==> src/rtl/truth_table_capture.sv <==
// Sweeps every input vector of a single-output combinational function, packs the
// sampled outputs into words and streams them to a valid/ready consumer.
module truth_table_capture #(
  parameter int N_IN   = 10,
  parameter int WORD_W = 32,
  parameter int SETTLE = 0
) (
  input  logic              clk,
  input  logic              rst,
  input  logic              start,
  output logic [N_IN-1:0]   dut_x,
  input  logic              dut_y,
  output logic [WORD_W-1:0] out_data,
  output logic              out_valid,
  input  logic              out_ready,
  output logic [N_IN:0]     ones_count,
  output logic              busy,
  output logic              done
);

  localparam int BIT_W = (WORD_W > 1) ? $clog2(WORD_W) : 1;
  localparam int SET_W = (SETTLE > 0) ? $clog2(SETTLE + 1) : 1;

  localparam logic [N_IN:0]  LAST_VEC  = {1'b0, {N_IN{1'b1}}};
  localparam logic [BIT_W-1:0] LAST_BIT = BIT_W'(WORD_W - 1);
  localparam logic [SET_W-1:0] LAST_SET = SET_W'(SETTLE - 1);

  typedef enum logic [2:0] {
    IDLE,
    APPLY,
    SAMPLE,
    EMIT,
    FINISH
  } state_t;

  // With no settle time a vector is sampled in the very cycle it is applied.
  localparam state_t VEC_ENTRY = (SETTLE == 0) ? SAMPLE : APPLY;

  state_t state, state_nxt;

  logic [N_IN:0]     vec;
  logic [WORD_W-1:0] word;
  logic [N_IN:0]     ones;
  logic [SET_W-1:0]  settle_cnt;

  logic [BIT_W-1:0] bit_pos;
  logic             word_last;
  logic             settle_done;

  logic clear_all;
  logic take_sample;
  logic advance;
  logic clear_word;
  logic end_sweep;

  assign bit_pos     = vec[BIT_W-1:0];
  assign word_last   = (bit_pos == LAST_BIT);
  assign settle_done = (settle_cnt == LAST_SET);

  always_ff @(posedge clk) begin
    if (rst) begin
      state <= IDLE;
    end else begin
      state <= state_nxt;
    end
  end

  always_comb begin
    state_nxt   = state;
    clear_all   = 1'b0;
    take_sample = 1'b0;
    advance     = 1'b0;
    clear_word  = 1'b0;
    end_sweep   = 1'b0;
    case (state)
      IDLE: begin
        if (start) begin
          clear_all = 1'b1;
          state_nxt = VEC_ENTRY;
        end
      end
      APPLY: begin
        if (settle_done) begin
          state_nxt = SAMPLE;
        end
      end
      SAMPLE: begin
        take_sample = 1'b1;
        if (word_last) begin
          state_nxt = EMIT;
        end else begin
          advance   = 1'b1;
          state_nxt = VEC_ENTRY;
        end
      end
      EMIT: begin
        if (out_ready) begin
          if (vec == LAST_VEC) begin
            end_sweep = 1'b1;
            state_nxt = FINISH;
          end else begin
            advance    = 1'b1;
            clear_word = 1'b1;
            state_nxt  = VEC_ENTRY;
          end
        end
      end
      FINISH: begin
        state_nxt = IDLE;
      end
      default: begin
        state_nxt = IDLE;
      end
    endcase
  end

  // Vector counter returns to zero after the sweep so dut_x idles at 0.
  always_ff @(posedge clk) begin
    if (rst) begin
      vec        <= '0;
      word       <= '0;
      ones       <= '0;
      settle_cnt <= '0;
    end else begin
      if (clear_all) begin
        vec  <= '0;
        word <= '0;
        ones <= '0;
      end
      if (state == APPLY) begin
        settle_cnt <= settle_done ? '0 : settle_cnt + 1'b1;
      end else begin
        settle_cnt <= '0;
      end
      if (take_sample) begin
        word[bit_pos] <= dut_y;
        ones          <= ones + (N_IN + 1)'(dut_y);
      end
      if (clear_word) begin
        word <= '0;
      end
      if (advance) begin
        vec <= vec + 1'b1;
      end
      if (end_sweep) begin
        vec <= '0;
      end
    end
  end

  assign dut_x      = vec[N_IN-1:0];
  assign out_data   = word;
  assign out_valid  = (state == EMIT);
  assign ones_count = ones;
  assign busy       = (state != IDLE);
  assign done       = (state == FINISH);

endmodule

==> config.mk <==
export PLATFORM = sky130hd
export DESIGN_NAME = truth_table_capture
export DESIGN_NICKNAME = d
export VERILOG_FILES = /design/src/rtl/truth_table_capture.sv
export SDC_FILE = /design/constraint.sdc
export NUM_CORES = 1
export LEC_CHECK = 0
export BUFFER_PORTS_ARGS = -buffer_cell sky130_fd_sc_hd__buf_2
export CAP_MARGIN = 10
export CORE_ASPECT_RATIO = 1.5
export CORE_MARGIN = 8
export CORE_UTILIZATION = 59
export CTS_CLUSTER_SIZE = 28
export DETAILED_ROUTE_END_ITERATION = 12
export GPL_ROUTABILITY_DRIVEN = 0
export PLACE_DENSITY = 0.85
export SLEW_MARGIN = 10
export SYNTH_ARGS = -nofsm -noshare
export SYNTH_HDL_FRONTEND = slang
export SYNTH_SLANG_ARGS = --single-unit
==> constraint.sdc <==
create_clock -name clk -period 3.95 [get_ports clk]
set_input_delay 0.395 -clock clk [delete_from_list [all_inputs] [get_ports clk]]
set_output_delay 0.395 -clock clk [all_outputs]
set_load 0.05 [all_outputs]
=== After elaboration in Yosys (flattened, before gate mapping) ===
Cells that the tools add are included.

* Bits in registers: 58
* Latch bits: 0
* Memory bits (writable): 0
* Bits in read-only memories: 0
* Input port bits: 5
* Output and inout bits: 56
* Logic and storage cells: 55
* Memories kept: 0

* Add/subtract/negate cells: 3
* Multiply operators: 0
* Div/mod/pow operators: 0
* Magnitude comparators: 2
* Eq/ne operators: 9
* Shift-type cells: 0
* Mux-type cells: 26
* Bitwise logic cells: 1
* Reductions and logical operators: 9

{| class="wikitable"
|+ Operators by type and width
! cell !! number
|-
| $mux 32 || 3
|-
| $mux 11 || 3
|-
| $bwmux 32 || 1
|-
| $mux 1 || 12
|-
| $mux 3 || 4
|-
| $pmux 3 s4 || 1
|-
| $add 11x1->11 || 1
|-
| $add 11x1->11 const B || 1
|-
| $eq 11x10->1 const B || 1
|-
| $eq 3x2->1 const B || 2
|-
| $lt 5x6->1 const B || 1
|-
| $demux 1 s5 || 1
|-
| $eq 5x5->1 const B || 1
|-
| $ge 5x1->1 const B || 1
|-
| $ne 2x2->1 const B || 2
|-
| $reduce_bool 2->1 || 2
|-
| $reduce_or 2->1 || 2
|-
| $eq 3x1->1 const B || 1
|-
| $eq 3x3->1 const B || 1
|-
| $logic_not 3->1 || 1
|-
| $reduce_and 3->1 || 1
|-
| $reduce_bool 3->1 || 1
|-
| $reduce_or 3->1 || 1
|-
| $ne 2x1->1 const B || 1
|-
| 4 further kinds || 4
|}

=== Depth between registers and ports, before layout ===
Gate-level depths: netlist (run 1).

* Depth in word-level cells: 6
* Mapped depth: 9
* Mapped depth without buffers: 7

=== Worst setup path after synthesis (run 1) ===
No wires, ideal clock.

* Path kind: register to output
* Start: reg state[2]
* End: out done
* Data arrival time: 1.847 ns
* Data required time: 3.555 ns
* Setup slack: 1.708 ns
* Stages on the path, launching flop included: 4
* Path buffers: 2
* Path through: dfxtp_1 > buf_6 > clkbuf_1 > nor3b_1

* Word-level cells in the longest chain between the ends: 1

{| class="wikitable"
|+ RTL lines
! element !! RTL line !! source
|-
| start: declaration || 39 || <nowiki>state_t state, state_nxt;</nowiki>
|-
| start signal: assignment || 64 || <nowiki>state <= state_nxt;</nowiki>
|-
| $eq 3x3->1 || 156 || <nowiki>assign done = (state == FINISH);</nowiki>
|-
| end: declaration || 18 || <nowiki>output logic done</nowiki>
|}

Every way passes these cells.

=== Final worst setup path (run 1) ===
* Start: reg vec[4]
* End: reg word[14], in the netlist out_data[14]

* Word-level cells in the longest chain between the ends: 6
* Elaborated cells on any way between the ends: 12
* Those cells by class: 2 x order compare; 1 x eq/ne; 7 x mux; 2 x reduce/logical

{| class="wikitable"
|+ RTL lines
! element !! RTL line !! source
|-
| start: declaration || 41 || <nowiki>logic [N_IN:0] vec;</nowiki>
|-
| start signal: assignment || 143 || <nowiki>vec <= vec + 1'b1;</nowiki>
|-
| $lt 5x6->1 (implied by the code) or $ge 5x1->1 (tied branches) || 136 || <nowiki>word[bit_pos] <= dut_y;</nowiki>
|-
| $logic_and 1x1->1 (implied by the code) || 136 ||
|-
| $mux 1 (implied by the code) || 136 ||
|-
| $demux 1 s5 || 136 ||
|-
| $bwmux 32 || 136 ||
|-
| $mux 32 || 135 || <nowiki>if (take_sample) begin</nowiki>
|-
| end signal: indexed assignment || 136 ||
|-
| end: declaration || 42 || <nowiki>logic [WORD_W-1:0] word;</nowiki>
|}

Parallel ways exist; a longest one is shown, timed or not.
A chain may end at the register's enable or synchronous reset.

==> results of run 1 <==
[worst paths after layout]
path / start / end / slack, ps / depth (start not counted)
worst min register to register: out_data[2] / out_data[2] / 490 / 2
worst max-delay path: vec[4] / out_data[14] / 1480 / 4
worst min-delay path: out_ready / state[1] / 430 / 3
worst max register to register: vec[4] / out_data[14] / 1480 / 4
[cell type report]
type,instances,area share
Tap cell,68,0.0249
Clock inverter,3,0.0117
Inverter,6,0.00660
Clock buffer,13,0.0407
Timing Repair Buffer,61,0.0901
Multi-Input combinational cell,268,0.486
Sequential cell,58,0.340
[flip-flops by register name (all words and copies together) (netlist names)]
register,cells
out_data,32
ones_count,11
vec,11
state,3
settle_cnt,1
[per-layer routing]
metal	GRT usage	vias up	part of all wire
li1	-	1442	-
met4	0.121	0	0.028
met1	0.237	1379	0.39
met2	0.355	116	0.51
met5	0	-	0
met3	0.0598	18	0.067
[per-stage QoR]
| step | instances | power [W] | setup WS, ps | hold WS, ps |
|---|---|---|---|---|
| final | 477 | 0.00125 | 1480 | 426 |
| after global routing | 477 | 0.00129 | 1330 | 448 |
| after CTS | 477 | 0.00125 | 1570 | 414 |
| after detailed placement | 461 | 0.000741 | 1610 | 482 |
| after global placement | 461 | 0.000739 | 1660 | 477 |
| after floorplan | 372 | 0.000720 | 1710 | 467 |
[worst reg2reg max path, stage by stage (launching register included)]
cell     delay [ps]
dfxtp_1         760
and3_1          350
a31o_2          270
nand2_1         620
a21oi_1         380
[logic make-up after synthesis]
logic type | Yosys count
compound gates | 115
flops | 58
xor+xnor | 3
mux | 2
simple gates | 141
buf+inv | 46
fa+ha+maj | 7
[power by group]
group	leakage, nW	switching, W	internal, W	total, W
logic	0.786	0.0000969	0.0000311	0.000128
clock network	0.0914	0.000229	0.000290	0.000519
registers	0.468	0.0000115	0.000592	0.000603
[layout by cell type, fill, tap and decap left out, types with 5 or more instances in the layout]
cell type   n
a21oi_1    41
and2_1      9
and3_1      8
buf_2      60
clkbuf_8    9
dfxtp_1    58
ha_1        7
inv_1       5
nand2_1    24
nand3_1    39
nand3b_1    5
nand4_1     6
nor2_1     20
o211ai_1   36
o21ai_0    12
==> run_results.csv, run 1 <==
group,metric,value,unit
status,outcome,"finished, final reports clean",
cts,postCtsHoldBufs,0,
synthesis,yosysTopAreaCell,"dfxtp_1",
synthesis,yosysWarnings,0,
layout,fin_util,0.672,
synthesis,synth_ff_type,"dfxtp_1",
cts,tritoncts,"built",
worst_setup_path,slowest_delay,760,ps
placed_design,postPlaceCellArea,3240,sq um
floorplanning,die_w,74.8,um
timing,drv_slew,0,
flow_run,drv_cap,0,
synthesis,synth_adder_area_share,0.0287,
synthesis,synth_xor_area_frac,0.00860,
grt,grt_max_degree,42,
synthesis,synth_top_area_share,0.380,
layout,fill_cells,448,
synthesis,yosys-mux-area-fraction,0.00737,
floorplanning,fp.dieArea,7790,sq um
detailed_routing,wl_per_cell,17.1,um
worst_setup_path,path_class,"flip-flop to flip-flop",
layout,multi_input_area,1660,sq um
grt,grt_pass1_vias,2817,
cts,htreeDepth,3,
worst_setup_path,slowest_stage,"dfxtp_1",
timing,rsz0062_at_grt,"false",
timing,finalCritPeriodShare,0.625,
timing,hold_viol,0,
layout,antenna_cells,0,
grt,grt-ovfl-total,0,
cts,clkTransAtPathRegs,60,ps
synthesis,ys_seq_area_frac,0.380,
floorplanning,rows,32,
synthesis,synth_seq_cells,58,
grt,grt_usage,0.216,
placed_design,dp_hpwl,5.54,mm
worst_setup_path,crit_family,"simple AND/OR/NAND/NOR gates",
pwr,cellPowerDensity,366,nW/um^2
worst_setup_path,startpoint_type,"flip-flop",
grt,antenna_found_initial,0,
detailed_routing,viasPerCell,6.19,
worst_setup_path,worstPathMaxFanout,32,
synthesis,synth_top_family_by_area,"simple AND/OR/NAND/NOR gates",
synthesis,yosysUniqueCellTypes,57,
timing,fin_crit,2470,ps
cts,cts_max_path_buffers,2,
timing,setup_viol,0,
pwr,p_leak,1.35,nW
layout,areaGrowthSynthToFinish,11.7,%
timing,slew_headroom,0.293,
layout,layout-drive-gt1-share,0.198,
synthesis,syn_area,3060,sq um
synthesis,syn_inst,372,
synthesis,synth_edf_count,0,
floorplanning,start_util,0.601,
layout,design_area,3410,sq um
timing,skew,5.92,ps
synthesis,synth_compound_area_frac,0.243,
floorplanning,coreArea,5080,sq um
cts,cts_root_buf,"clkbuf_8",
cts,post-cts-setup-buffers,0,
detailed_routing,vias,2955,
worst_setup_path,crit_arrival,2710,ps
synthesis,yosys.area_share.simple,0.255,
detailed_routing,totalWireLength,8.17,mm
synthesis,postSynth.asyncResetShare,0,
cts,ctsResizeCount,0,
cts,clk_latency,340,ps
synthesis,synth_nets,384,
worst_setup_path,crit_chain,"and3_1 -> a31o_2 -> nand2_1 -> a21oi_1",
timing,tightest_slew,1060,ps
worst_setup_path,path_buf_inv,0,
detailed_routing,first_pass_iters,5,
detailed_routing,drt_iter0_drc,351,
synthesis,ys_top_cells_by_area,"dfxtp_1 38%, o211ai_1 8.8%, a21oi_1 6.7%, nand3_1 6.4%, nand2_1 2.9%",
timing,fin_setup_tns,0,ps
worst_setup_path,critical_path.endpoint_type,"flip-flop",
timing,max_freq,405,MHz
synthesis,yosysMostFrequentCell,"dfxtp_1",
worst_setup_path,worst-endpoint-required,4190,ps
synthesis,avgSynthCellArea,8.22,sq um
placed_design,port_buffers,60,
layout,finalNetCount,416,
layout,ff_latch_area,1160,sq um
synthesis,synthTopCellsByCount,"58 x dfxtp_1, 41 x a21oi_1, 39 x nand3_1",
cts,cts_sinks,58,
detailed_routing,drc_errors,0,
pwr,ir_drop,0.000334,V
cts,cts_buffers,9,
detailed_routing,ant_nets,0,
hold_path,hold_class,"primary input to flip-flop",
floorplanning,io_pins,61,
floorplanning,die_h,104,um
grt,grt_pass1_wl,13.3,mm
Power figures use the tool's default switching activity.
==> run 2: changes to the inputs <==
Settings changed: ABC_AREA set to 1, CORE_UTILIZATION 59 to 55, PLACE_DENSITY 0.85 to 0.8.
Clock period 3.95 ns to 2.36 ns, I/O delays scaled along.
==> run 2 against run 1 <==
  * Clock skew is 1.3 ps higher
  * Sequential share of layout area is 0.17 points lower
  * Sequential power is 65% higher
  * Via count is 0.20% lower
  * Critical path depth is 5 higher
  * Final area is 0.51% higher
  * First-iteration DRC count is 43% lower
  * Cell count is 19% higher
  * Die area is 6.3% higher
  * Clock power is 48% higher
  * Synthesized cell count is 21% higher
  * Flip-flop and latch count stayed put
  * Critical endpoint is now vec[1]
==> run_results.csv, run 2 <==
group,metric,value,unit
timing,drv_slew,0,
layout,layout-drive-gt1-share,0.191,
synthesis,synthTopCellsByCount,"147 x nand2_1, 58 x dfxtp_1, 54 x nor2_1",
pwr,p_leak,1.63,nW
grt,antenna_found_initial,0,
detailed_routing,ant_nets,0,
detailed_routing,first_pass_iters,5,
floorplanning,start_util,0.567,
synthesis,avgSynthCellArea,6.81,sq um
cts,cts_root_buf,"clkbuf_8",
worst_setup_path,crit_chain,"ha_1 -> nand2_2 -> nor2_4 -> ha_1 -> inv_1 -> nand2_2 -> nand2_2 -> nand2_1 -> a21oi_1",
floorplanning,fp.dieArea,8280,sq um
synthesis,yosysUniqueCellTypes,27,
timing,fin_crit,2000,ps
cts,cts_max_path_buffers,2,
worst_setup_path,ff2ff_path_depth,9,
timing,skew,7.27,ps
timing,tightest_slew,513,ps
synthesis,synth_top_area_share,0.378,
timing,rsz0062_at_grt,"false",
placed_design,port_buffers,60,
synthesis,postSynth.asyncResetShare,0,
floorplanning,io_pins,61,
layout,largest_register_ffs,32,
synthesis,synth_edf_count,0,
grt,grt_usage,0.181,
layout,areaGrowthSynthToFinish,11.8,%
cts,ctsResizeCount,0,
layout,final_cell_mix,"147 x nand2_1, 60 x buf_2, 58 x dfxtp_1",
cts,post-cts-setup-buffers,0,
timing,finalCritPeriodShare,0.849,
worst_setup_path,crit_arrival,2210,ps
layout,fin_util,0.635,
synthesis,ys_seq_area_frac,0.378,
pwr,ir_drop,0.000343,V
synthesis,synth_ff_type,"dfxtp_1",
cts,tritoncts,"built",
timing,setup_viol,0,
layout,ff_latch_area,1160,sq um
worst_setup_path,path_class,"flip-flop to flip-flop",
flow_run,drv_cap,0,
synthesis,yosysTopAreaCell,"dfxtp_1",
status,outcome,"finished, final reports clean",
worst_setup_path,slowest_stage,"dfxtp_1",
hold_path,hold_class,"primary input to flip-flop",
worst_setup_path,crit_path_start,"vec[0]",
timing,max_freq,499,MHz
worst_setup_path,r2r_start,"vec[0]",
timing,fin_setup_tns,0,ps
timing,slew_headroom,0.655,
timing,hold_viol,0,
detailed_routing,totalWireLength,7.37,mm
layout,fill_cells,509,
floorplanning,die_h,107,um
detailed_routing,drt_iter0_drc,199,
synthesis,syn_inst,451,
layout,multi_input_area,1580,sq um
layout,final_common_cell,"nand2_1",
layout,finalNetCount,506,
floorplanning,die_w,77.0,um
cts,postCtsHoldBufs,0,
cts,clk_latency,340,ps
grt,grt_pass1_wl,12.5,mm
floorplanning,coreArea,5410,sq um
worst_setup_path,critical_path.endpoint_type,"flip-flop",
synthesis,yosysWarnings,0,
synthesis,synth_nets,463,
worst_setup_path,startpoint_type,"flip-flop",
worst_setup_path,reg2reg_to,"vec[1]",
floorplanning,rows,33,
worst_setup_path,worstPathMaxFanout,12,
detailed_routing,drc_errors,0,
worst_setup_path,endpoint,"vec[1]",
synthesis,yosysMostFrequentCell,"nand2_1",
grt,grt-ovfl-total,0,
layout,antenna_cells,0,
synthesis,syn_area,3070,sq um
cts,cts_buffers,9,
grt,grt_max_degree,36,
grt,grt_pass1_vias,2911,
detailed_routing,wl_per_cell,13.0,um
cts,htreeDepth,3,
worst_setup_path,slowest_delay,470,ps
cts,cts_sinks,58,
cts,clkTransAtPathRegs,70,ps
worst_setup_path,critPathMostFrequentCell,"nand2_2",
worst_setup_path,reg2reg_slack,360,ps
detailed_routing,vias,2949,
detailed_routing,viasPerCell,5.20,
pwr,cellPowerDensity,556,nW/um^2
placed_design,dp_hpwl,5.27,mm
synthesis,synth_seq_cells,58,
synthesis,ys_top_cells_by_area,"dfxtp_1 38%, nand2_1 18%, nor2_1 6.6%, o21ai_0 4.9%, buf_4 3.9%",
worst_setup_path,worst-endpoint-required,2570,ps
## run 2: how the worst min path moves through the flow
| stage | start | to | slack (ps) | cells past startpoint |
|---|---|---|---|---|
| finish | rst | ones_count[0] | 180 | 2 |
| global route | rst | ones_count[0] | 200 | 2 |
| CTS | rst | ones_count[0] | 180 | 2 |
| detailed placement | ones_count[0] | ones_count[0] | 480 | 2 |
| global placement | ones_count[0] | ones_count[0] | 480 | 2 |
| floorplan | dut_y | out_data[24] | 390 | 2 |
## run 2: area by class of cell
type	count	share of cell area
Tap cell	70	0.0255
Multi-Input combinational cell	332	0.461
Timing Repair Buffer	62	0.0955
Sequential cell	58	0.338
Clock inverter	4	0.00583
Inverter	31	0.0339
Clock buffer	10	0.0401
## run 2: where the power goes
part           leakage (nW)  switching [W]  internal (W)  total, W
clock network        0.0875       0.000379      0.000389  0.000768
registers             0.468     0.00000839      0.000986  0.000994
logic                  1.07       0.000113     0.0000311  0.000144
total                  1.63       0.000501       0.00141   0.00191
## run 2: critical path: cells and delay by family, from the launching register on
| family | cells | cell delay [ps] |
|---|---|---|
| flops | 1 | 470 |
| simple gates | 5 | 810 |
| buf+inv | 1 | 60 |
| compound gates | 1 | 70 |
| fa+ha+maj | 2 | 480 |
## run 2: metrics by stage
stage / setup slack, ps / hold slack [ps] / area (sq um) / power [W] / std cells
after floorplan: 477 / 390 / 3070 / 0.00113 / 451
after global placement: 424 / 476 / 3270 / 0.00116 / 553
after CTS: 387 / 184 / 3430 / 0.00191 / 567
after detailed placement: 402 / 476 / 3270 / 0.00116 / 553
final: 356 / 183 / 3430 / 0.00191 / 567
after global routing: 191 / 198 / 3430 / 0.00197 / 567
## run 2: layer usage
metal	wire, um	global-route usage	share of wire
met2	3740	0.325	0.51
met1	2990	0.178	0.41
met5	0	0	0
met4	172	0.104	0.023
met3	465	0.0585	0.063
## run 2: logic make-up (layout without fill, tap and decap cells)
logic type / count (synthesis) / in the layout / share of synthesized area
fa+ha+maj: 7 / 7 / 0.0285
flops: 58 / 58 / 0.378
xor+xnor: 2 / 2 / 0.00571
compound gates: 70 / 70 / 0.121
buf+inv: 61 / 107 / 0.106
simple gates: 253 / 253 / 0.360
==> run 3: changes to the inputs <==
Settings changed: CORE_UTILIZATION 55 to 50, PLACE_DENSITY 0.8 to 0.76.
Clock period 2.36 ns to 1.6 ns, I/O delays scaled along.
==> run 3 against run 2 <==
  * Hold slack got worse by 68 ps
  * Fmax is 32% higher
  * Sequential share of layout area fell by 2.4 points
  * Worst setup slack got worse by 270 ps
  * Non-clock buffer count grew 23
  * Clock skew about the same
  * Critical path depth unchanged
  * Via count increased by 4.8%
  * Combinational power grew 74%
  * Highest routed layer unchanged
==> run_results.csv, run 3 (same netlist as run 2, synthesis figures left out) <==
group,metric,value,unit
timing,max_freq,658,MHz
timing,hold_viol,0,
cts,clk_latency,340,ps
layout,multi_input_area,1640,sq um
cts,cts_buffers,9,
layout,final_common_cell,"nand2_1",
worst_setup_path,path_class,"flip-flop to flip-flop",
grt,antenna_found_initial,0,
worst_setup_path,reg2reg_slack,80,ps
pwr,pwr-share-comb,0.081,
floorplanning,fp.dieArea,8950,sq um
layout,design_area,3710,sq um
hold_path,hold_class,"primary input to flip-flop",
detailed_routing,vias,3090,
detailed_routing,drc_errors,0,
floorplanning,die_h,112,um
layout,finalNetCount,529,
layout,ff_latch_area,1170,sq um
worst_setup_path,critical_path.endpoint_type,"flip-flop",
detailed_routing,totalWireLength,7.99,mm
placed_design,postPlaceCellArea,3410,sq um
floorplanning,io_pins,61,
timing,hold_ws,116,ps
layout,antenna_cells,0,
grt,grt_pass1_vias,2905,
timing,drv_slew,0,
cts,clkTransAtPathRegs,60,ps
status,outcome,"finished, final reports clean",
pwr,p_int,0.00233,W
hold_path,min_path_cells,2,
floorplanning,die_w,80.0,um
detailed_routing,viasPerCell,5.18,
floorplanning,coreArea,6040,sq um
grt,grt_pass1_wl,12.5,mm
timing,fin_ws,80.8,ps
layout,areaGrowthSynthToFinish,21.0,%
worst_setup_path,worstPathMaxFanout,11,
grt,grt_max_degree,33,
placed_design,port_buffers,60,
hold_path,hp-start,"rst",
placed_design,dp_hpwl,5.52,mm
timing,skew,7.76,ps
flow_run,drv_cap,0,
floorplanning,rows,35,
worst_setup_path,crit_arrival,1770,ps
cts,cts_max_path_buffers,2,
worst_setup_path,worst-endpoint-required,1850,ps
detailed_routing,first_pass_iters,5,
pwr,cellPowerDensity,835,nW/um^2
cts,tritoncts,"built",
worst_setup_path,startpoint_type,"flip-flop",
pwr,total_power,0.00310,W
timing,rsz0062_at_grt,"true",
grt,grt_usage,0.170,
cts,cts_sinks,58,
timing,tightest_slew,444,ps
hold_path,hold_end,"ones_count[1]",
pwr,power_switching,0.000774,W
timing,finalCritPeriodShare,0.950,
detailed_routing,ant_nets,0,
cts,cts_root_buf,"clkbuf_8",
layout,fin_util,0.614,
grt,grt-ovfl-total,0,
layout,final_cell_mix,"147 x nand2_1, 60 x buf_2, 53 x dfxtp_1",
timing,slew_headroom,0.702,
layout,largest_register_ffs,32,
timing,setup_viol,0,
cts,htreeDepth,3,
layout,fill_cells,580,
worst_setup_path,ff2ff_path_depth,9,
detailed_routing,drt_iter0_drc,204,
pwr,pwr-share-seq,0.472,
pwr,ir_drop,0.000506,V
pwr,switching_share,0.250,
timing,fin_crit,1520,ps
detailed_routing,wl_per_cell,13.4,um
worst_setup_path,reg2reg_to,"vec[0]",
pwr,p_clk_frac,0.447,
layout,layout-drive-gt1-share,0.249,
pwr,p_leak,1.76,nW
placed_design,dp_slack,38.9,ps
worst_setup_path,r2r_start,"vec[1]",
floorplanning,start_util,0.508,
==> run 3: area by class of cell <==
cell class | count | area share
multi-input cells | 332 | 0.441
flip-flops and latches | 58 | 0.314
repair buffers | 85 | 0.134
clock buffers | 14 | 0.0438
inverters | 31 | 0.0320
well taps | 74 | 0.0249
clock inverters | 2 | 0.00944
==> run 3: power groups by stage <==
stage	sequential [W]	combinational, W	clock, W
floorplan	0.00152	0.000158	0
global placement	0.00150	0.000226	0
detailed placement	0.00150	0.000227	0
CTS	0.00146	0.000229	0.00140
global route	0.00146	0.000267	0.00147
finish	0.00146	0.000250	0.00138
==> run 3: how the worst max path moves through the flow <==
stage,slack (ps),start,cells after the start,to
global route,-30,vec[1],9,vec[4]
CTS,30,ones_count[0],9,ones_count[10]
global placement,110,vec[0],9,vec[0]
detailed placement,40,ones_count[0],9,ones_count[10]
finish,80,vec[1],9,vec[0]
floorplan,-90,ones_count[0],9,ones_count[10]
==> run 3: critical path, stage by stage, from the launching register on <==
cell     delay [ps]
dfxtp_2         320
ha_2            190
nand2_2          80
nor2_4           40
ha_1            170
inv_1           120
nand2_4         100
nand2_4         140
nand2_1          80
a21oi_1         180
==> run 3: layer usage <==
| metal | part of all wire | vias to the layer above | global-route usage |
|---|---|---|---|
| li1 | - | 1587 | - |
| met1 | 0.41 | 1398 | 0.176 |
| met2 | 0.51 | 86 | 0.296 |
| met3 | 0.057 | 19 | 0.0435 |
| met4 | 0.028 | 0 | 0.0939 |
| met5 | 0 | - | 0 |
==> run 3: timing repair <==
item / in CTS / in global routing
buffers inserted: 0 / 6
resized for setup: 0 / 22
setup endpoints to repair: 0 / 46
hold buffers: 0 / 0
==> run 3: metrics by stage <==
stage,cells,TNS [ps]
2_1_floorplan,451,-92.5
3_3_place_gp,574,0
3_5_place_dp,574,0
4_1_cts,590,0
5_1_grt,596,-62.9
6_report,596,0
